[config.mk]
export PLATFORM = sky130hd
export DESIGN_NAME = bouncing_box_renderer_flat
export DESIGN_NICKNAME = d
export VERILOG_FILES = /design/src/rtl/vga_pkg.sv /design/src/rtl/bouncing_box_renderer_if.sv /design/src/rtl/bounce_axis.sv /design/src/rtl/bouncing_box_renderer.sv /design/src/flat_wrapper.sv
export SDC_FILE = /design/constraint.sdc
export NUM_CORES = 1
export LEC_CHECK = 0
export BUFFER_PORTS_ARGS = -buffer_cell sky130_fd_sc_hd__buf_2
export CAP_MARGIN = 20
export CORE_MARGIN = 2
export CORE_UTILIZATION = 30
export CTS_CLUSTER_SIZE = 30
export DETAILED_ROUTE_END_ITERATION = 6
export HOLD_SLACK_MARGIN = 0.1
export REMOVE_ABC_BUFFERS = 1
export SLEW_MARGIN = 30
export SYNTH_ARGS = -nofsm -noshare
export SYNTH_HDL_FRONTEND = slang
export SYNTH_SLANG_ARGS = --single-unit
[constraint.sdc]
create_clock -name CLK -period 3.2 [get_ports CLK]
set_clock_uncertainty 0.2 [all_clocks]
set_input_delay 0.48 -clock CLK [delete_from_list [all_inputs] [get_ports CLK]]
set_output_delay 0.48 -clock CLK [all_outputs]
set_load 0.01 [all_outputs]
[src/rtl/vga_pkg.sv]
`default_nettype none
// ============================================================================
// Module   : vga_pkg
// Brief    : Shared VGA constants, RGB332 colours, direction and motion codes.
// Revision : 1.0
// ============================================================================
package vga_pkg;

  localparam int H_RES_DEF = 640;
  localparam int V_RES_DEF = 480;

  localparam logic [7:0] RGB_BLACK = 8'h00;
  localparam logic [7:0] RGB_RED   = 8'hE0;
  localparam logic [7:0] RGB_GREEN = 8'h1C;
  localparam logic [7:0] RGB_BLUE  = 8'h03;
  localparam logic [7:0] RGB_WHITE = 8'hFF;

  // Positive direction is RIGHT on X and DOWN on Y.
  localparam logic DIR_POS = 1'b0;
  localparam logic DIR_NEG = 1'b1;

  typedef enum logic [0:0] {
    ST_RUN    = 1'b0,
    ST_PAUSED = 1'b1
  } motion_e;

endpackage
`default_nettype wire

[src/rtl/bouncing_box_renderer_if.sv]
`default_nettype none
// ============================================================================
// Module   : bouncing_box_renderer_if
// Brief    : Pixel/frame bus between the VGA timing side and the box renderer.
// Revision : 1.0
// ============================================================================
interface bouncing_box_renderer_if;
  logic       PIX_EN;
  logic       REFRESH;
  logic [9:0] ADDRH;
  logic [8:0] ADDRV;
  logic       PAUSE;
  logic [7:0] COLOUR;
  logic [9:0] BOX_X;
  logic [8:0] BOX_Y;
  logic       HIT;
  logic       CORNER;

  modport master (
    output PIX_EN, REFRESH, ADDRH, ADDRV, PAUSE,
    input  COLOUR, BOX_X, BOX_Y, HIT, CORNER
  );

  modport slave (
    input  PIX_EN, REFRESH, ADDRH, ADDRV, PAUSE,
    output COLOUR, BOX_X, BOX_Y, HIT, CORNER
  );
endinterface
`default_nettype wire

[src/rtl/bounce_axis.sv]
`default_nettype none
// ============================================================================
// Module   : bounce_axis
// Brief    : One axis of box motion; clamps to [0, MAX] and reverses on a wall.
// Revision : 1.0
// ============================================================================
module bounce_axis
  import vga_pkg::*;
#(
  parameter int WIDTH = 10,
  parameter int MAX   = 608,
  parameter int STEP  = 4,
  parameter int INIT  = 304
) (
  input  logic             CLK,
  input  logic             RST_N,
  input  logic             UPDATE,
  output logic [WIDTH-1:0] POS,
  output logic             DIR,
  output logic             HIT_PULSE
);

  localparam logic [10:0]      MAX_W  = 11'(MAX);
  localparam logic [10:0]      STEP_W = 11'(STEP);
  localparam logic [WIDTH-1:0] INIT_W = WIDTH'(INIT);

  logic [WIDTH-1:0] pos_q, pos_d;
  logic             dir_q, dir_d;
  logic [10:0]      pos_ext;
  logic [10:0]      sum;

  // 11-bit compare keeps pos+STEP from wrapping near the upper limit.
  always_comb begin
    pos_ext   = 11'(pos_q);
    sum       = pos_ext + STEP_W;
    pos_d     = pos_q;
    dir_d     = dir_q;
    HIT_PULSE = 1'b0;
    if (UPDATE) begin
      if (dir_q == DIR_POS) begin
        if (sum >= MAX_W) begin
          pos_d     = MAX_W[WIDTH-1:0];
          dir_d     = DIR_NEG;
          HIT_PULSE = 1'b1;
        end else begin
          pos_d = sum[WIDTH-1:0];
        end
      end else begin
        if (pos_ext <= STEP_W) begin
          pos_d     = '0;
          dir_d     = DIR_POS;
          HIT_PULSE = 1'b1;
        end else begin
          pos_d = pos_q - STEP_W[WIDTH-1:0];
        end
      end
    end
  end

  always_ff @(posedge CLK or negedge RST_N) begin
    if (!RST_N) begin
      pos_q <= INIT_W;
      dir_q <= DIR_POS;
    end else begin
      pos_q <= pos_d;
      dir_q <= dir_d;
    end
  end

  assign POS = pos_q;
  assign DIR = dir_q;

endmodule
`default_nettype wire

[src/rtl/bouncing_box_renderer.sv]
`default_nettype none
// ============================================================================
// Module   : bouncing_box_renderer
// Brief    : Renders a bouncing solid box over a background, RGB332 per pixel.
// Revision : 1.0
// ============================================================================
module bouncing_box_renderer
  import vga_pkg::*;
#(
  parameter int         H_RES     = H_RES_DEF,
  parameter int         V_RES     = V_RES_DEF,
  parameter int         BOX_W     = 32,
  parameter int         BOX_H     = 32,
  parameter int         STEP      = 4,
  parameter int         INIT_X    = 304,
  parameter int         INIT_Y    = 224,
  parameter logic [7:0] BG_COLOUR = RGB_BLACK,
  parameter logic [7:0] PAL0      = RGB_RED,
  parameter logic [7:0] PAL1      = RGB_GREEN,
  parameter logic [7:0] PAL2      = RGB_BLUE,
  parameter logic [7:0] PAL3      = RGB_WHITE
) (
  input logic                     CLK,
  input logic                     RST_N,
  bouncing_box_renderer_if.slave  bus
);

  localparam int          X_MAX   = H_RES - BOX_W;
  localparam int          Y_MAX   = V_RES - BOX_H;
  localparam logic [10:0] BOX_W_W = 11'(BOX_W);
  localparam logic [10:0] BOX_H_W = 11'(BOX_H);

  motion_e    state_q, state_d;
  logic [1:0] pal_q, pal_d;
  logic       hit_q, hit_d;
  logic       corner_q, corner_d;
  logic [7:0] colour_q, colour_d;

  logic       update;
  logic [9:0] box_x;
  logic [8:0] box_y;
  logic       dir_x, dir_y;
  logic       x_hit, y_hit;
  logic       in_box;
  logic [7:0] box_colour;

  assign update = bus.REFRESH && (state_q == ST_RUN);

  bounce_axis #(.WIDTH(10), .MAX(X_MAX), .STEP(STEP), .INIT(INIT_X)) u_axis_x (
    .CLK(CLK), .RST_N(RST_N), .UPDATE(update),
    .POS(box_x), .DIR(dir_x), .HIT_PULSE(x_hit)
  );

  bounce_axis #(.WIDTH(9), .MAX(Y_MAX), .STEP(STEP), .INIT(INIT_Y)) u_axis_y (
    .CLK(CLK), .RST_N(RST_N), .UPDATE(update),
    .POS(box_y), .DIR(dir_y), .HIT_PULSE(y_hit)
  );

  always_comb begin
    case (pal_q)
      2'd0:    box_colour = PAL0;
      2'd1:    box_colour = PAL1;
      2'd2:    box_colour = PAL2;
      default: box_colour = PAL3;
    endcase
    // Registered position is the pre-update one, so a coinciding REFRESH is tear-free.
    in_box = (11'(bus.ADDRH) >= 11'(box_x)) && (11'(bus.ADDRH) < 11'(box_x) + BOX_W_W) &&
             (11'(bus.ADDRV) >= 11'(box_y)) && (11'(bus.ADDRV) < 11'(box_y) + BOX_H_W);
    colour_d = colour_q;
    if (bus.PIX_EN) begin
      colour_d = in_box ? box_colour : BG_COLOUR;
    end
    state_d  = bus.PAUSE ? ST_PAUSED : ST_RUN;
    hit_d    = x_hit | y_hit;
    corner_d = x_hit & y_hit;
    pal_d    = pal_q + {1'b0, hit_d};
  end

  always_ff @(posedge CLK or negedge RST_N) begin
    if (!RST_N) begin
      state_q  <= ST_RUN;
      pal_q    <= 2'd0;
      hit_q    <= 1'b0;
      corner_q <= 1'b0;
      colour_q <= BG_COLOUR;
    end else begin
      state_q  <= state_d;
      pal_q    <= pal_d;
      hit_q    <= hit_d;
      corner_q <= corner_d;
      colour_q <= colour_d;
    end
  end

  assign bus.COLOUR = colour_q;
  assign bus.BOX_X  = box_x;
  assign bus.BOX_Y  = box_y;
  assign bus.HIT    = hit_q;
  assign bus.CORNER = corner_q;

  logic unused_dir;
  assign unused_dir = dir_x ^ dir_y;

endmodule
`default_nettype wire

[src/flat_wrapper.sv]
// flat-port wrapper written by rule: the top's interface ports become plain ports
module bouncing_box_renderer_flat import vga_pkg::*;
#(
  parameter int         H_RES     = H_RES_DEF,
  parameter int         V_RES     = V_RES_DEF,
  parameter int         BOX_W     = 32,
  parameter int         BOX_H     = 32,
  parameter int         STEP      = 4,
  parameter int         INIT_X    = 304,
  parameter int         INIT_Y    = 224,
  parameter logic [7:0] BG_COLOUR = RGB_BLACK,
  parameter logic [7:0] PAL0      = RGB_RED,
  parameter logic [7:0] PAL1      = RGB_GREEN,
  parameter logic [7:0] PAL2      = RGB_BLUE,
  parameter logic [7:0] PAL3      = RGB_WHITE
)
  (CLK, RST_N, bus_PIX_EN, bus_REFRESH, bus_ADDRH, bus_ADDRV, bus_PAUSE, bus_COLOUR, bus_BOX_X, bus_BOX_Y, bus_HIT, bus_CORNER);
  bouncing_box_renderer_if bus_i ();
  input logic CLK;
  input logic RST_N;
  input wire logic [$bits(bus_i.PIX_EN)-1:0] bus_PIX_EN;
  input wire logic [$bits(bus_i.REFRESH)-1:0] bus_REFRESH;
  input wire logic [$bits(bus_i.ADDRH)-1:0] bus_ADDRH;
  input wire logic [$bits(bus_i.ADDRV)-1:0] bus_ADDRV;
  input wire logic [$bits(bus_i.PAUSE)-1:0] bus_PAUSE;
  output wire logic [$bits(bus_i.COLOUR)-1:0] bus_COLOUR;
  output wire logic [$bits(bus_i.BOX_X)-1:0] bus_BOX_X;
  output wire logic [$bits(bus_i.BOX_Y)-1:0] bus_BOX_Y;
  output wire logic [$bits(bus_i.HIT)-1:0] bus_HIT;
  output wire logic [$bits(bus_i.CORNER)-1:0] bus_CORNER;
  assign bus_i.PIX_EN = bus_PIX_EN;
  assign bus_i.REFRESH = bus_REFRESH;
  assign bus_i.ADDRH = bus_ADDRH;
  assign bus_i.ADDRV = bus_ADDRV;
  assign bus_i.PAUSE = bus_PAUSE;
  assign bus_COLOUR = bus_i.COLOUR;
  assign bus_BOX_X = bus_i.BOX_X;
  assign bus_BOX_Y = bus_i.BOX_Y;
  assign bus_HIT = bus_i.HIT;
  assign bus_CORNER = bus_i.CORNER;
  bouncing_box_renderer #(.H_RES(H_RES), .V_RES(V_RES), .BOX_W(BOX_W), .BOX_H(BOX_H), .STEP(STEP), .INIT_X(INIT_X), .INIT_Y(INIT_Y), .BG_COLOUR(BG_COLOUR), .PAL0(PAL0), .PAL1(PAL1), .PAL2(PAL2), .PAL3(PAL3)) u_core (.CLK(CLK), .RST_N(RST_N), .bus(bus_i));
endmodule
# After elaboration in Yosys (flattened, before gate mapping)
# Cells that the tools add are included.
# op_classes
add_sub_neg	7
order_cmp	8
eq_ne	2
n_mux	21
bitwise	3
n_reduce_logical	5
# op_table
op	n
10-bit 2-to-1 mux	3
9-bit 2-to-1 mux	3
8-bit one-hot mux with 3 select lines	1
1-bit 2-to-1 mux	13
10-bit by 3-bit adder with 11-bit output, second input constant	1
10-bit by 6-bit adder with 11-bit output, second input constant	1
11-bit by 10-bit >= comparator with 1-bit output, second input constant	1
11-bit by 9-bit >= comparator with 1-bit output, second input constant	1
10-bit by 11-bit less-than comparator with 1-bit output	1
9-bit by 11-bit less-than comparator with 1-bit output	1
9-bit by 3-bit adder with 10-bit output, second input constant	1
9-bit by 6-bit adder with 10-bit output, second input constant	1
10-bit >= comparator	1
10-bit by 3-bit <= comparator with 1-bit output, second input constant	1
10-bit by 3-bit subtractor with 10-bit output, second input constant	1
9-bit >= comparator	1
9-bit by 3-bit <= comparator with 1-bit output, second input constant	1
9-bit by 3-bit subtractor with 9-bit output, second input constant	1
8-bit 2-to-1 mux	1
1-bit logical AND	4
2-bit by 1-bit adder with 2-bit output	1
2-bit by 1-bit == test with 1-bit output, second input constant	1
2-bit == test, second input constant	1
2-bit zero test	1
other kinds (3)	3
# totals
regBits	34
input_bits	24
output_inout_bits	29
elab_cells	55

# Logic depth before layout (Yosys ltp)
# Gate-level depths: netlist (run 1).
# logic_depth
depth_word	7
depth_mapped	10
depth_no_buf	10

# By module
# A second synthesis (run 1) with hierarchy kept.
# unflattened
hier_cells	353
area_unflattened_um2	2986.6
# by_module_without_submodules
module	n_inst	cells_each	area_each_um2	seq_area_each_um2
bouncing_box_renderer	1	140	1271.2	200.2
bounce_axis (u_core.u_axis_x)	1	119	928.4	229.0
bounce_axis (u_core.u_axis_y)	1	94	787.0	203.9

# Least setup slack after synthesis (run 1)
# OpenSTA, ideal clock, no wires.
# synth_timing
kind	register to register
from	reg u_core.u_axis_x.pos_q[5], in the netlist u_core.u_axis_x.POS[5]
to	reg u_core.pal_q[1]
setup_time_ps	127
t_arrival_ps	2269
required_time_ps	2873
slack_ps	605
path_stages_with_launch	9
path_buffers	0
synth_period_minus_slack_ps	2595
cell_sequence	dfstp_2 -> ha_1 -> nand4_2 -> xnor2_1 -> a221o_1 -> o311ai_2 -> a21oi_1 -> ha_1 -> xor2_1
# synth_via
elab_chain_cells	7
elab_cells_between_ends	9
cone_classes	add/sub (2); order compare (2); mux (4); bitwise (1)
# synth_rtl
item	line_no	source
start, declared	bounce_axis.sv:27	logic [WIDTH-1:0] pos_q, pos_d;
start signal, assigned	bounce_axis.sv:65	pos_q <= pos_d;
10-bit by 3-bit adder with 11-bit output	bounce_axis.sv:35	sum = pos_ext + STEP_W;
11-bit by 10-bit >= comparator with 1-bit output	bounce_axis.sv:41	if (sum >= MAX_W) begin
1-bit 2-to-1 mux	bounce_axis.sv:41	
1-bit 2-to-1 mux *	bounce_axis.sv:40	if (dir_q == DIR_POS) begin
1-bit 2-to-1 mux *	bounce_axis.sv:39	if (UPDATE) begin
1-bit bitwise OR *	bouncing_box_renderer.sv:74	hit_d = x_hit | y_hit;
named net u_core.hit_d	bouncing_box_renderer.sv:35	logic hit_q, hit_d;
2-bit by 1-bit adder with 2-bit output *	bouncing_box_renderer.sv:76	pal_d = pal_q + {1'b0, hit_d};
named net u_core.pal_d[1]	bouncing_box_renderer.sv:34	logic [1:0] pal_q, pal_d;
end signal, assigned	bouncing_box_renderer.sv:88	pal_q <= pal_d;
end, declared	bouncing_box_renderer.sv:34	
# Mark *: on every way through the listed nets, which the timed path passes. The rest lies on a longest branch.
# A chain may end at the register's enable or synchronous reset.

# Worst setup path after layout (run 1)
# Ends and elaborated chain as after synthesis.

==> results, run 1 <==
- The top fanout value on the critical path is 11.
- After detailed routing, the average wire length per cell comes to 14.3 microns.
- The number of enable-type register cells in the synthesized netlist is 0.
- The async set-reset flop share out of synthesis is 100%.
- Counting the buffers created by CTS gives 3.
- The kind of critical path is reg -> reg.
- TritonCTS built the clock tree.
- The number of pins with negative max-slew slack in the final report is 0.
- The mean instance size in the synthesized netlist is 8.31 sq um.
- In this run the number of H-tree levels came out at 1.
- After synthesis, the cell types taking the most area are sky130_fd_sc_hd__ha_1 20%, sky130_fd_sc_hd__dfrtp_1 19%, sky130_fd_sc_hd__dfstp_2 6.3%.
- The largest area contributor in the netlist is sky130_fd_sc_hd__ha_1.
- The HPWL after detailed placement is 4.83 mm.
- The floorplan step defined a die boundary enclosing 9080 sq um.
- The worst relative slew slack is 43.9%.
- The maximum number of pins on one net before global-route repair is 26.
- The net count of the finished layout is 402.
- The core box area is 8130 sq um.
- The number of sinks on the clock net is 25.
- After routing, the total negative slack on setup checks comes to 0 ps.
- The final RePlAce weighted congestion is 0.850.
- The post-synthesis simple-gate area fraction is 18.1%.
- The number of antenna diodes in the final layout is 0.
- The worst hold path terminates at u_core.bus.COLOUR[1]$_DFFE_PN0P_.
- The total global routing overflow is 0.
- The main combinational cell family by area after synthesis is compound AO/OA/AOI/OAI gates.
- The share of synthesized area occupied by flip-flops and latches is 25.3%.
- The number of buffers on the longest clock path is 2.
- The met2 track demand over resource is 25.1%.
- The count of max-cap constraint violations is 0.
- The most common cell after layout, fill and taps aside is sky130_fd_sc_hd__buf_2.
- The post-detailed-routing wire length is 6.34 mm.
- The biggest cell delay along the critical path is 650 ps.
- Before antenna repair, the detailed router went through 4 iterations.
- The via count is 2316.
- In this run the worst hold path is classified as in -> reg.
- The residual antenna-violating net count after detailed routing is 0.
- In the global route stage, met1 resource usage came out at 19.4%.
- The category of the worst setup path capture point is a register.
- The height of the die is 95.3 microns.
- The critical-path cell with the highest stage delay is sky130_fd_sc_hd__dfstp_2.
- The x dimension of the die is 95.3 microns.
- For the worst setup path, the data required time is 3160 ps.
- The compound-cell area share of the yosys netlist is 24.0%.
- Traced cell by cell, the critical path runs through ha_1 > nand4_2 > xnor2_1 > a221o_1 > o311ai_2 > a21oi_1 > ha_1 > xor2_1.
- The worst register-to-register path ends at u_core.pal_q[1]$_DFF_PN0_.
- Setup repair after global routing left no endpoint under its margin.
- For this run, the top clock speed supported by timing is 0.347 GHz.
- The arrival time at the worst endpoint is 2840 ps.
- The global routing stage identified its most utilized layer as met2.
- During placement, the flow inserted port buffers numbering 44.
- The post-synthesis to final-layout area growth is 13.6%.
- After filler insertion, the fill cell instance count of the layout stands at 860.
- After clock tree synthesis, the repair step resized 0 gates.
- Hold is met by 240 ps.
- The via count of the first global-routing pass is 2194.
- The number of failing hold endpoints at the final stage is 0.
- The global-route wire length before repair is 10.7 mm.
- The dominant register cell in the synthesized netlist is sky130_fd_sc_hd__dfrtp_1.
- The top cell types in the final layout, fill and taps aside, are 44 x sky130_fd_sc_hd__buf_2, 39 x sky130_fd_sc_hd__ha_1, 26 x sky130_fd_sc_hd__inv_1.
- The routed design could run at a clock period as short as 2880 ps.
- In this run the critical register-to-register path is launched from u_core.u_axis_x.POS[5]$_DFFE_PN1P_.
- The total power divided by cell area is 801 nW/um^2.
- The synthesis warning total is 0.
- The effective utilization at floorplan is 30.7%.
- In this run the register-to-register setup slack is 320 ps.
- Global routing used 14.7% of the available tracks across all layers.
- In the global route stage, met3 resource usage came out at 2.85%.
- Cells with a size suffix above 1 make up 19.8% of the layout.
- Yosys mapped the design onto 57 distinct sky130hd cell types.
- The post-detailed-route via-to-cell ratio is 5.23.
- Measured against the total synthesized area, the mux share comes to 0.400%.
- The leakage power figure is 1.31 nW.
- Counting instances, the worst hold path has a depth of 2.
- The synthesized netlist occupies a cell area of 2500 sq um.
- The number of buffers inserted by hold repair at cts is 2.
- The cell depth of the worst flop-to-flop path is 8.
- The maximum VDD drop is 370 uV.
- The most used cell along the critical path is sky130_fd_sc_hd__ha_1.
- The area share of fa/ha/maj cells after synthesis is 20.0%.
- The startpoint type of the worst setup path is a register.
- The share of the clock period used by the worst path after layout is 90.0%.
- The worst-margin pin slew is 842 ps.
- The root buffer cell is sky130_fd_sc_hd__clkbuf_8.
- Once placement completed, the tool counted placed cells totaling 437.
- The share of synthesized area in the top cell type comes to 19.5%.
- The total of endpoints with negative setup slack in the final report is 0.
- The run finished with clean final reports.
- For this run, design rule violations remaining after detail routing come to 0.
- The count of routing violations after the opening detailed-route iteration is 96.
- The synthesized netlist devotes 3.15% of its cell area to XOR and XNOR gates.
- Excluding fillers, the count of instances in the completed layout stands at 443.
- The startpoint identified for the worst hold timing path is bus_PIX_EN.
- After clock tree synthesis, the clock-pin slew on the worst setup and hold paths is 90 ps.
- The post-synthesis instance total is 301.
- 53 I/O pins were placed.
- The register bit count reported by yosys is 25.
- The post-CTS setup buffer count is 0.
- After floorplanning, the core was divided into 33 placement rows.
- The initial antenna violation count is 0.
- The clock latency at the later pin of the worst-skew pair is 270 ps.
-- through the flow --
step | worst slack [ps] | util (%) | area [sq um] | total power, mW
after global placement | 346 | 34.1 | 2780 | 2.05
after global routing | 8.92 | 34.9 | 2840 | 2.54
after floorplan | 587 | - | 2390 | 1.63
final | 321 | 34.9 | 2840 | 2.28
after detailed placement | 353 | 34.1 | 2780 | 2.07
after CTS | 317 | 34.9 | 2840 | 2.29
-- worst max-delay path, delay by kind of cell, from the launching register on --
kind | cells | cell delay (ps)
compound gates | 3 | 830
flops | 1 | 650
xor+xnor | 2 | 350
fa+ha+maj | 2 | 510
simple gates | 1 | 220
-- synthesized netlist by cell type (2+ instances only) --
master / count
sky130_fd_sc_hd__o21ai_0: 17
sky130_fd_sc_hd__inv_1: 26
sky130_fd_sc_hd__nand2b_1: 4
sky130_fd_sc_hd__nor2b_1: 3
sky130_fd_sc_hd__clkbuf_1: 7
sky130_fd_sc_hd__dfstp_2: 6
sky130_fd_sc_hd__a31oi_1: 7
sky130_fd_sc_hd__o31ai_1: 4
sky130_fd_sc_hd__nor3_1: 13
sky130_fd_sc_hd__a21o_1: 3
sky130_fd_sc_hd__nand4_1: 9
sky130_fd_sc_hd__buf_4: 9
sky130_fd_sc_hd__ha_1: 39
sky130_fd_sc_hd__a32oi_1: 2
sky130_fd_sc_hd__nand3_1: 13
sky130_fd_sc_hd__a211oi_1: 2
sky130_fd_sc_hd__and3_1: 3
sky130_fd_sc_hd__a21oi_1: 20
sky130_fd_sc_hd__o211ai_1: 5
sky130_fd_sc_hd__and2_1: 2
sky130_fd_sc_hd__o22ai_1: 8
sky130_fd_sc_hd__a22oi_1: 2
sky130_fd_sc_hd__xnor2_1: 8
sky130_fd_sc_hd__dfrtp_1: 19
sky130_fd_sc_hd__nor2_1: 13
sky130_fd_sc_hd__nand2_1: 22
sky130_fd_sc_hd__buf_2: 4
sky130_fd_sc_hd__a2bb2oi_1: 2
-- report_power, final --
group / switching, mW / leakage [nW] / internal [mW] / total, mW
combinational: 0.783 / 0.995 / 0.591 / 1.37
clock: 0.107 / 0.0228 / 0.0893 / 0.196
sequential: 0.253 / 0.294 / 0.452 / 0.705
total: 1.14 / 1.31 / 1.13 / 2.28
-- layer usage --
layer  wire [microns]  up-vias
met5                0        -
met4               52        0
met3              360        7
met2             3070       71
met1             2860     1067
li1                 -     1171
-- worst max-delay path by stage --
stage	startpoint	end	slack, ps	cells after the start
after floorplan	u_core.u_axis_x.POS[5]$_DFFE_PN1P_	u_core.pal_q[1]$_DFF_PN0_	590	8
after global placement	u_core.u_axis_x.POS[5]$_DFFE_PN1P_	u_core.bus.COLOUR[6]$_DFFE_PN0P_	350	10
after detailed placement	u_core.u_axis_x.POS[5]$_DFFE_PN1P_	u_core.bus.COLOUR[6]$_DFFE_PN0P_	350	10
after CTS	u_core.u_axis_x.POS[5]$_DFFE_PN1P_	u_core.bus.COLOUR[6]$_DFFE_PN0P_	320	10
after global routing	u_core.u_axis_x.POS[5]$_DFFE_PN1P_	u_core.bus.COLOUR[6]$_DFFE_PN0P_	9	10
final	u_core.u_axis_x.POS[5]$_DFFE_PN1P_	u_core.pal_q[1]$_DFF_PN0_	320	8
-- cells by family (layout without fill, tap and decap cells) --
family                   after synthesis  in the layout
AO/OA/AOI/OAI                         89             89
AND/OR/NAND/NOR                       89             89
buffers and inverters                 47             81
adder cells (fa/ha/maj)               40             40
flip-flops                            25             25
XOR/XNOR                               9              9
other                                  1              4
multiplexers                           1              1
-- flip-flops by register name, summed over array words and instances (netlist names) --
| register | count |
|---|---|
| u_core.u_axis_x.POS | 8 |
| u_core.u_axis_y.POS | 7 |
| u_core.pal_q | 2 |
| u_core.bus.COLOUR | 3 |
| u_core.bus.CORNER | 1 |
| u_core.state_q | 1 |
| u_core.u_axis_x.DIR | 1 |
| u_core.bus.HIT | 1 |
| u_core.u_axis_y.DIR | 1 |
-- layout make-up --
| type | instances | area (sq um) | area share (%) |
|---|---|---|---|
| multi-input cells | 232 | 1660 | 58.3 |
| clock buffers | 4 | 45.0 | 1.59 |
| repair buffers | 51 | 278 | 9.78 |
| inverters | 26 | 97.6 | 3.44 |
| well taps | 105 | 131 | 4.63 |
| flip-flops and latches | 25 | 633 | 22.3 |
Note: power is estimated with default switching activity, not from simulation.
==> run 2, diff against run 1 <==
--- a/config.mk
+++ b/config.mk
@@ -7,13 +7,17 @@
 export LEC_CHECK = 0
 export BUFFER_PORTS_ARGS = -buffer_cell sky130_fd_sc_hd__buf_2
 export CAP_MARGIN = 20
+export CELL_PAD_IN_SITES_DETAIL_PLACEMENT = 1
+export CELL_PAD_IN_SITES_GLOBAL_PLACEMENT = 2
 export CORE_MARGIN = 2
 export CORE_UTILIZATION = 30
 export CTS_CLUSTER_SIZE = 30
 export DETAILED_ROUTE_END_ITERATION = 6
 export HOLD_SLACK_MARGIN = 0.1
+export PLACE_DENSITY_LB_ADDON = 0.1
 export REMOVE_ABC_BUFFERS = 1
 export SLEW_MARGIN = 30
 export SYNTH_ARGS = -nofsm -noshare
 export SYNTH_HDL_FRONTEND = slang
+export SYNTH_HIERARCHICAL = 1
 export SYNTH_SLANG_ARGS = --single-unit
==> results, run 2 <==
- The count of buffering cells on the critical path with inverters included is 0 (unchanged).
- The number of buffers inserted by hold repair at cts is 2 (unchanged).
- The count of routing violations after the opening detailed-route iteration was 46 (-52%).
- The number of cells on the worst hold path came to 3 (+1).
- The most common cell after layout, fill and taps aside is sky130_fd_sc_hd__buf_2.
- The number of top-level pins came to 53 (unchanged).
- The fmax was 0.352 GHz (+1.4%).
- The worst hold slack after final layout is 321 ps (+81.1 ps).
- The number of buffer cells added on primary ports is 48 (+9.1%).
- The number of sinks on the clock net was 25 (unchanged).
- The number of buffers on the longest clock path is 2 (unchanged).
- The total track usage is 16.4% (+1.7 points).
- The net count of the finished layout is 460 (+14%).
- The async set-reset flop share out of synthesis was 100% (unchanged).
- The largest delay contributor family on the critical path is simple AND/OR/NAND/NOR gates.
- The total power divided by cell area was 759 nW/um^2 (-5.3%).
- The number of non-filler instances in the completed layout is 528 (+19%).
- The library cells used most frequently in the layout, excluding fill and tap cells, are 48 x sky130_fd_sc_hd__buf_2, 40 x sky130_fd_sc_hd__ha_1, 31 x sky130_fd_sc_hd__inv_1.
- The maximum VDD drop was 292 uV (-21%).
- The root buffer cell is sky130_fd_sc_hd__clkbuf_8.
- The average detailed-routed wire length per instance is 16.3 microns (+14%).
- The fraction of synthesized cell area taken by the top area cell type is 16.8% (-2.8 points).
- The count of max-cap constraint violations is 0 (unchanged).
- The via count of the first global-routing pass came to 2881 (+31%).
- The depth of the CTS H-tree is 1 (unchanged).
- The slowest stage of the critical path belongs to the cell sky130_fd_sc_hd__dfrtp_1.
- The post-synthesis instance total is 353 (+17%).
- The first-pass iteration count of the detailed router is 4 (unchanged).
- The synthesized design spends more area on one cell type than any other, namely sky130_fd_sc_hd__ha_1.
- The setup slack of the most critical reg-to-reg path was 360 ps (+40 ps).
- The post-detailed-routing wire length is 8.62 mm (+36%).
- The number of inserted filler cells in the final layout is 1203 (+40%).
- The worst setup path is launched from a register.
- The residual antenna-violating net count after detailed routing is 0 (unchanged).
- The final antenna diode count is 0 (unchanged).
- The sum of internal, switching and leakage power came to 2.59 mW (+14%).
- The x dimension of the die was 104 microns (+8.9%).
- The leakage power figure is 1.53 nW (+17%).
- The CTS buffer count is 3 (unchanged).
- The biggest cell delay along the critical path is 520 ps (-130 ps).
- TritonCTS built the clock tree.
- The unique cell type count in the Yosys netlist is 78 (+37%).
- The startpoint of the tightest hold check path is bus_PIX_EN.
- The number of gates given a new drive strength after cts came to 0 (unchanged).
- The global-route wire length before repair is 14.7 mm (+37%).
- Relative to the synthesized area, the layout overhead comes to 14.3%.
- The cell depth of the worst flop-to-flop path is 9 (+1).
- The top fanout value on the critical path is 10 (-1).
- The flip-flop count of the largest register, all copies and words added is 8 (unchanged).
- The worst flop-to-flop path endpoint is u_core/pal_q[1]$_DFF_PN0_.
- The share of post-route cells with drive strength above 1 was 23.8% (+4.0 points).
- The required time reported for the critical path endpoint is 3180 ps (+20 ps).
- The arrival time at the worst endpoint is 2810 ps (-30 ps).
- STA classifies the critical path endpoint as a register.
- The effective utilization at floorplan is 30.7% (-0.037 points).
- The start of the worst register-to-register path is u_core/u_axis_x/POS[3]$_DFFE_PN0P_.
- The final routed DRC violation total is 0 (unchanged).
- The register bit count reported by yosys is 25 (unchanged).
- The share of the clock period used by the worst path after layout is 88.7% (-1.2 points).
- The share of synthesized area occupied by flip-flops and latches is 21.2% (-4.1 points).
- The height of the die is 104 microns (+8.9%).
- The signal on the critical path passes through ha_1 > and3b_1 > and2_1 > a211oi_1 > a21boi_1 > and2_1 > or2_2 > ha_1 > xor2_1.
- The number of placement rows is 36 (+9.1%).
- Among all cell types in the netlist, the one instantiated most often is sky130_fd_sc_hd__ha_1.
- The flow ran to the end, and the final reports show no timing, DRC or antenna violations.
- The number of pins with negative max-slew slack in the final report is 0 (unchanged).
- The kind of critical path is reg -> reg.
- The synthesis warning total is 6 (+6).
- The post-detailed-route via-to-cell ratio was 5.23 (about the same).
- The HPWL after detailed placement is 6.63 mm (+37%).
- The type of the tightest min-delay check is in -> reg.
- The shortest period the worst path allows is 2840 ps (-39.6 ps).
- The maximum number of pins on one net before global-route repair is 26 (unchanged).
- The initial antenna violation count was 0 (unchanged).
- The worst relative slew slack is 58.7% (+15 points).
- Sorting the synthesized cells by how often they occur yields 40 x sky130_fd_sc_hd__ha_1, 31 x sky130_fd_sc_hd__inv_1, 21 x sky130_fd_sc_hd__a21oi_1.
- The number of failing hold endpoints at the final stage is 0 (unchanged).
- After synthesis, the cell types taking the most area are sky130_fd_sc_hd__ha_1 17%, sky130_fd_sc_hd__dfrtp_1 16%, sky130_fd_sc_hd__dfstp_2 5.3%.
- The post-CTS setup buffer count is 0 (unchanged).
- The floorplan die area is 10800 sq um (+19%).
- The total global routing overflow is 0 (unchanged).
- The most used flip-flop cell after synthesis is sky130_fd_sc_hd__dfrtp_1.
- The summed instance area of the synthesized netlist is 2990 sq um (+19%).
- The core box area came to 9730 sq um (+20%).
- The number of enable-type register cells in the synthesized netlist is 0 (unchanged).
- The total of endpoints with negative setup slack in the final report came to 0 (unchanged).
- The mean instance size in the synthesized netlist is 8.46 sq um (+1.9%).
- The final RePlAce weighted congestion is 0.857 (+0.79%).
- The via count is 2763 (+19%).
- Setup repair after global routing left no endpoint under its margin.
- The worst-margin pin slew came to 619 ps (-223 ps).
- The post-CTS clock slew at the launch and capture registers of the worst setup and hold paths came to 110 ps (+20 ps).
- The clock latency at the later pin of the worst-skew pair is 280 ps (about the same).
- The hold-critical path endpoint is u_core/bus.COLOUR[4]$_DFFE_PN0P_.
- The sum of negative setup slack is 0 ps (unchanged).
- The number of cells in the design after placement is 522 (+19%).
[run 2: cell count changes in the layout (fill, tap and decap cells not counted), sizes merged, moves of 4 or more]
cell	previous run	this run
inv	26	31
o22ai	8	2
o21ai	18	13
o41ai	0	4
nand2	22	17
and2	3	7
nor3	13	9
nand2b	4	13
buf	49	62
[run 2: logic make-up (layout without fill, tap and decap cells)]
family	Yosys count	after routing	synth area share, %
other	2	4	0.251
DFF	25	25	21.2
adders and majority gates	40	40	16.8
and+or+nand+nor	115	115	22.2
AOI/OAI and AO/OA	98	98	26.2
buffers and inverters	60	100	9.43
xor gates and xnor gates	10	10	2.93
muxes	3	3	1.01
[run 2: cell type report]
cell class	count	area, sq um	share of cell area, %
multi-input cells	270	2080	61.0
well taps	133	166	4.88
inverters	32	120	3.52
flip-flops and latches	25	633	18.5
repair buffers	64	365	10.7
clock inverters	1	5.00	0.147
clock buffers	3	41.3	1.21
[run 2: how the worst max path moves through the flow]
stage / to / start / cells after the start
finish: u_core/pal_q[1]$_DFF_PN0_ / u_core/u_axis_x/POS[3]$_DFFE_PN0P_ / 9
detailed placement: u_core/pal_q[1]$_DFF_PN0_ / u_core/u_axis_x/POS[3]$_DFFE_PN0P_ / 9
CTS: u_core/pal_q[1]$_DFF_PN0_ / u_core/u_axis_x/POS[3]$_DFFE_PN0P_ / 9
global placement: u_core/pal_q[1]$_DFF_PN0_ / u_core/u_axis_x/POS[3]$_DFFE_PN0P_ / 9
floorplan: u_core/pal_q[1]$_DFF_PN0_ / u_core/u_axis_x/POS[2]$_DFFE_PN0P_ / 9
global route: u_core/pal_q[1]$_DFF_PN0_ / u_core/u_axis_x/POS[6]$_DFFE_PN0P_ / 8
[run 2: power by group]
group	switching [mW]	total, mW	internal (mW)
logic	0.957	1.68	0.718
clock network	0.125	0.213	0.0878
registers	0.259	0.702	0.443
total	1.34	2.59	1.25
[run 2: per-layer routing]
| layer | GRT usage [%] | part of all wire [%] | wire length, microns |
|---|---|---|---|
| met1 | 22.1 | 49 | 4230 |
| met2 | 28.6 | 48 | 4140 |
| met3 | 2.01 | 2.3 | 198 |
| met4 | 2.41 | 0.64 | 55 |
| met5 | 0 | 0 | 0 |
[run 2: tightest hold or removal path, delay by kind of cell]
family	cells	cell delay, ps
AO/OA/AOI/OAI	1	60
buffers and inverters	1	110
AND/OR/NAND/NOR	1	120
[run 2: through the flow]
stage,cell area (sq um),setup WS (ps),util [%]
5_1_grt,3410,131,35.1
2_1_floorplan,2830,362,-
6_report,3410,361,35.1
3_5_place_dp,3350,375,34.4
4_1_cts,3410,341,35.1
3_3_place_gp,3350,455,34.4
==> run 3, diff against run 2 <==
--- a/config.mk
+++ b/config.mk
@@ -5,16 +5,14 @@
 export SDC_FILE = /design/constraint.sdc
 export NUM_CORES = 1
 export LEC_CHECK = 0
+export ABC_AREA = 1
 export BUFFER_PORTS_ARGS = -buffer_cell sky130_fd_sc_hd__buf_2
 export CAP_MARGIN = 20
-export CELL_PAD_IN_SITES_DETAIL_PLACEMENT = 1
-export CELL_PAD_IN_SITES_GLOBAL_PLACEMENT = 2
 export CORE_MARGIN = 2
 export CORE_UTILIZATION = 30
 export CTS_CLUSTER_SIZE = 30
 export DETAILED_ROUTE_END_ITERATION = 6
 export HOLD_SLACK_MARGIN = 0.1
-export PLACE_DENSITY_LB_ADDON = 0.1
 export REMOVE_ABC_BUFFERS = 1
 export SLEW_MARGIN = 30
 export SYNTH_ARGS = -nofsm -noshare
==> constraint.sdc (replaced) <==
create_clock -name CLK -period 3.07 [get_ports CLK]
set_clock_uncertainty 0.2 [all_clocks]
set_input_delay 0.4605 -clock CLK [delete_from_list [all_inputs] [get_ports CLK]]
set_output_delay 0.4605 -clock CLK [all_outputs]
set_load 0.01 [all_outputs]
==> results, run 3 <==
- The run finished with clean final reports.
- The number of non-filler instances in the completed layout is 631 (+20%).
- The maximum VDD drop was 216 uV (-26%).
- The number of enable-type register cells in the synthesized netlist is 0 (unchanged).
- The internal power is 1.29 mW (+3.5%).
- The worst relative slew slack came to 60.5% (+1.8 points).
- The post-synthesis instance total is 457 (+29%).
- The number of buffers inserted by hold repair at cts is 2 (unchanged).
- The fraction of synthesized cell area taken by the top area cell type is 16.5% (-0.28 points).
- The effective utilization at floorplan is 30.9% (+0.24 points).
- The total global routing overflow is 0 (unchanged).
- The part of the total power dissipated in the clock network came to 7.8% (-0.4 points).
- The number of gates given a new drive strength after cts is 0 (unchanged).
- The net switching fraction of the power is 53.0% (+1.2 points).
- The floorplan die area was 10900 sq um (+1.7%).
- The top fanout value on the critical path is 11 (+1).
- The flip-flop count of the largest register, all copies and words added is 8 (unchanged).
- The sequential power share is 28.1% (+1.0 points).
- The fmax is 0.376 GHz (+6.8%).
- The count of buffering cells on the critical path with inverters included is 1 (+1).
- The mean instance size in the synthesized netlist is 6.65 sq um (-21%).
- The register bit count reported by yosys is 25 (unchanged).
- The first-pass iteration count of the detailed router is 4 (unchanged).
- Leaving out fill and tap cells, the most frequent cell in the layout is sky130_fd_sc_hd__nand2_1.
- The final routed DRC violation total came to 0 (unchanged).
- The shortest period the worst path allows is 2660 ps (-180 ps).
- The clock latency at the later pin of the worst-skew pair is 280 ps (about the same).
- The number of pins with negative max-slew slack in the final report was 0 (unchanged).
- The number of top-level pins came to 53 (unchanged).
- The sum of internal, switching and leakage power is 2.75 mW (+6.2%).
- The critical-path cell with the highest stage delay is sky130_fd_sc_hd__dfrtp_1.
- The share of synthesized area occupied by flip-flops and latches came to 20.8% (-0.36 points).
- Traced cell by cell, the critical path runs through ha_1 > nand2_2 > inv_2 > nand3_1 > nand2_2 > nand2_2 > o21ai_4 > nand2_2 > nand2_1 > nor2_1 > or2_2 > ha_1 > xor2_1.
- The residual antenna-violating net count after detailed routing is 0 (unchanged).
- The CTS tree is done.
- The post-detailed-route via-to-cell ratio is 4.43 (-15%).
- The initial antenna violation count is 0 (unchanged).
- After synthesis, the most frequently instantiated cells are 117 x sky130_fd_sc_hd__nand2_1, 74 x sky130_fd_sc_hd__inv_1, 43 x sky130_fd_sc_hd__nor2_1.
- The total track usage is 12.7% (-3.7 points).
- The net count of the finished layout is 563 (+22%).
- The sum of negative setup slack is 0 ps (unchanged).
- The post-CTS setup buffer count is 0 (unchanged).
- The via count of the first global-routing pass is 2646 (-8.2%).
- The maximum number of pins on one net before global-route repair is 26 (unchanged).
- The summed instance area of the synthesized netlist is 3040 sq um (+1.7%).
- The count of max-cap constraint violations is 0 (unchanged).
- Compared with the post-synthesis result, the final layout area differs by 12.2%.
- Setup repair after global routing left no endpoint under its margin.
- The net switching power is 1.46 mW (+8.7%).
- The height of the die is 105 microns (+0.82%).
- The total of endpoints with negative setup slack in the final report is 0 (unchanged).
- Ranked by total cell area, the synthesized netlist is headed by sky130_fd_sc_hd__ha_1 16%, sky130_fd_sc_hd__dfrtp_1 16%, sky130_fd_sc_hd__nand2_1 14%.
- The count of routing violations after the opening detailed-route iteration is 140 (+200%).
- The biggest area contributor in the post-synthesis netlist is sky130_fd_sc_hd__ha_1.
- The dominant register cell in the synthesized netlist is sky130_fd_sc_hd__dfrtp_1.
- The number of buffer cells added on primary ports is 48 (unchanged).
- The post-detailed-routing wire length is 7.05 mm (-18%).
- The leakage power figure is 1.94 nW (+26%).
- The biggest cell delay along the critical path is 560 ps (+40 ps).
- STA classifies the critical path startpoint as a register.
- The unique cell type count in the Yosys netlist came to 37 (-53%).
- The share of the clock period used by the worst path after layout is 86.6% (-2.1 points).
- The x dimension of the die is 105 microns (+0.82%).
- The largest delay contributor family on the critical path is simple AND/OR/NAND/NOR gates.
- The number of failing hold endpoints at the final stage is 0 (unchanged).
- The post-CTS clock slew at the launch and capture registers of the worst setup and hold paths is 100 ps (about the same).
- The async set-reset flop share out of synthesis is 100% (unchanged).
- The number of cells in the design after placement is 625 (+20%).
- The number of placement rows is 36 (unchanged).
- The final antenna diode count is 0 (unchanged).
- The kind of critical path is reg -> reg.
- The HPWL after detailed placement is 5.63 mm (-15%).
- The number of sinks on the clock net is 25 (unchanged).
- The worst-margin pin slew came to 592 ps (-27.5 ps).
- The total power divided by cell area is 807 nW/um^2 (+6.3%).
- The part of the power in combinational logic is 64.1% (-0.6 points).
- The via count is 2793 (+1.1%).
- The average detailed-routed wire length per instance is 11.2 microns (-32%).
- The final RePlAce weighted congestion is 0.903 (+5.4%).
- The core box area is 9820 sq um (+0.93%).
- CTS placed an instance of sky130_fd_sc_hd__clkbuf_8 at the clock tree root.
- The depth of the CTS H-tree is 1 (unchanged).
- The share of post-route cells with drive strength above 1 came to 19.1% (-4.7 points).
- The CTS buffer count was 3 (unchanged).
- The type of the tightest min-delay check is in -> reg.
- The global-route wire length before repair is 11.7 mm (-20%).
- The worst setup path is captured at a register.
- The arrival time at the worst endpoint is 2630 ps (-180 ps).
- The most frequent cell after synthesis is sky130_fd_sc_hd__nand2_1.
- The synthesis warning total was 6 (unchanged).
- Leaving out fill and tap cells, the most frequent cells in the layout are 117 x sky130_fd_sc_hd__nand2_1, 74 x sky130_fd_sc_hd__inv_1, 48 x sky130_fd_sc_hd__buf_2.
- The required time reported for the critical path endpoint was 3040 ps (-140 ps).
- The most used cell along the critical path is sky130_fd_sc_hd__nand2_2.
- The number of buffers on the longest clock path is 2 (unchanged).
==> run 3: changes by cell type in the layout (fill, tap and decap cells not counted), moves of 6 or more <==
| cell | before | now |
|---|---|---|
| sky130_fd_sc_hd__nand2_1 | 17 | 117 |
| sky130_fd_sc_hd__inv_1 | 31 | 74 |
| sky130_fd_sc_hd__nor2_1 | 16 | 43 |
| sky130_fd_sc_hd__nand3_1 | 15 | 36 |
| sky130_fd_sc_hd__nand2b_1 | 13 | 0 |
| sky130_fd_sc_hd__buf_4 | 14 | 3 |
| sky130_fd_sc_hd__nand2_2 | 0 | 11 |
| sky130_fd_sc_hd__xor2_1 | 3 | 14 |
| sky130_fd_sc_hd__and2_1 | 7 | 0 |
| sky130_fd_sc_hd__o21ai_0 | 11 | 5 |
==> run 3: kinds of logic after synthesis <==
| family | share of synthesized area (%) |
|---|---|
| adders and majority gates | 16.5 |
| and+or+nand+nor | 34.3 |
| xor gates and xnor gates | 4.90 |
| other | 0.247 |
| DFF | 20.8 |
| buffers and inverters | 15.0 |
| AOI/OAI and AO/OA | 8.28 |
==> run 3: layout make-up <==
type	count	area [sq um]
inverter	81	318
tap	133	166
clock buffer	3	41.3
timing repair buffer	53	283
multi-input combinational	335	1960
sequential	25	633
clock inverter	1	8.76
fill	1088	6410
==> run 3: final timing paths <==
check	startpoint	end	slack, ps	depth (start not counted)
min	bus_PIX_EN	u_core/bus.COLOUR[1]$_DFFE_PN0P_	320	4
max	u_core/u_axis_x/POS[2]$_DFFE_PN0P_	u_core/pal_q[1]$_DFF_PN0_	410	13
min reg2reg	u_core/pal_q[1]$_DFF_PN0_	u_core/pal_q[1]$_DFF_PN0_	330	1
max reg2reg	u_core/u_axis_x/POS[2]$_DFFE_PN0P_	u_core/pal_q[1]$_DFF_PN0_	410	13
min in group asynchronous	RST_N	u_core/bus.COLOUR[4]$_DFFE_PN0P_	520	2
max in group asynchronous	RST_N	u_core/u_axis_x/POS[2]$_DFFE_PN0P_	1760	2
==> run 3: routing by layer <==
layer,track usage (%),vias to the layer above,part of all wire (%)
met1,16.3,1218,48
li1,-,1494,-
met3,0.873,6,3.7
met4,3.62,0,1.0
met5,0,-,0
met2,22.7,75,48
==> run 3: worst min-delay path, delay by kind of cell <==
kind	cells	cell delay, ps
buffers and inverters	2	200
AND/OR/NAND/NOR	2	120
==> run 3: power groups by stage <==
stage / combinational, mW / clock, mW / sequential (mW)
6_report: 1.76 / 0.213 / 0.773
5_1_grt: 2.02 / 0.240 / 0.810
4_1_cts: 1.77 / 0.225 / 0.776
3_5_place_dp: 1.76 / 0 / 0.783
3_3_place_gp: 1.73 / 0 / 0.770
2_1_floorplan: 1.26 / 0 / 0.775
==> run 3: metrics by stage <==
step / worst slack [ps] / instance area [sq um] / utilization [%] / hold WS (ps)
6_report: 411 / 3410 / 34.7 / 322
5_1_grt: 226 / 3410 / 34.7 / 323
4_1_cts: 450 / 3410 / 34.7 / 317
3_5_place_dp: 476 / 3340 / 34.0 / 302
3_3_place_gp: 550 / 3340 / 34.0 / 299
2_1_floorplan: 633 / 2910 / - / -35.1
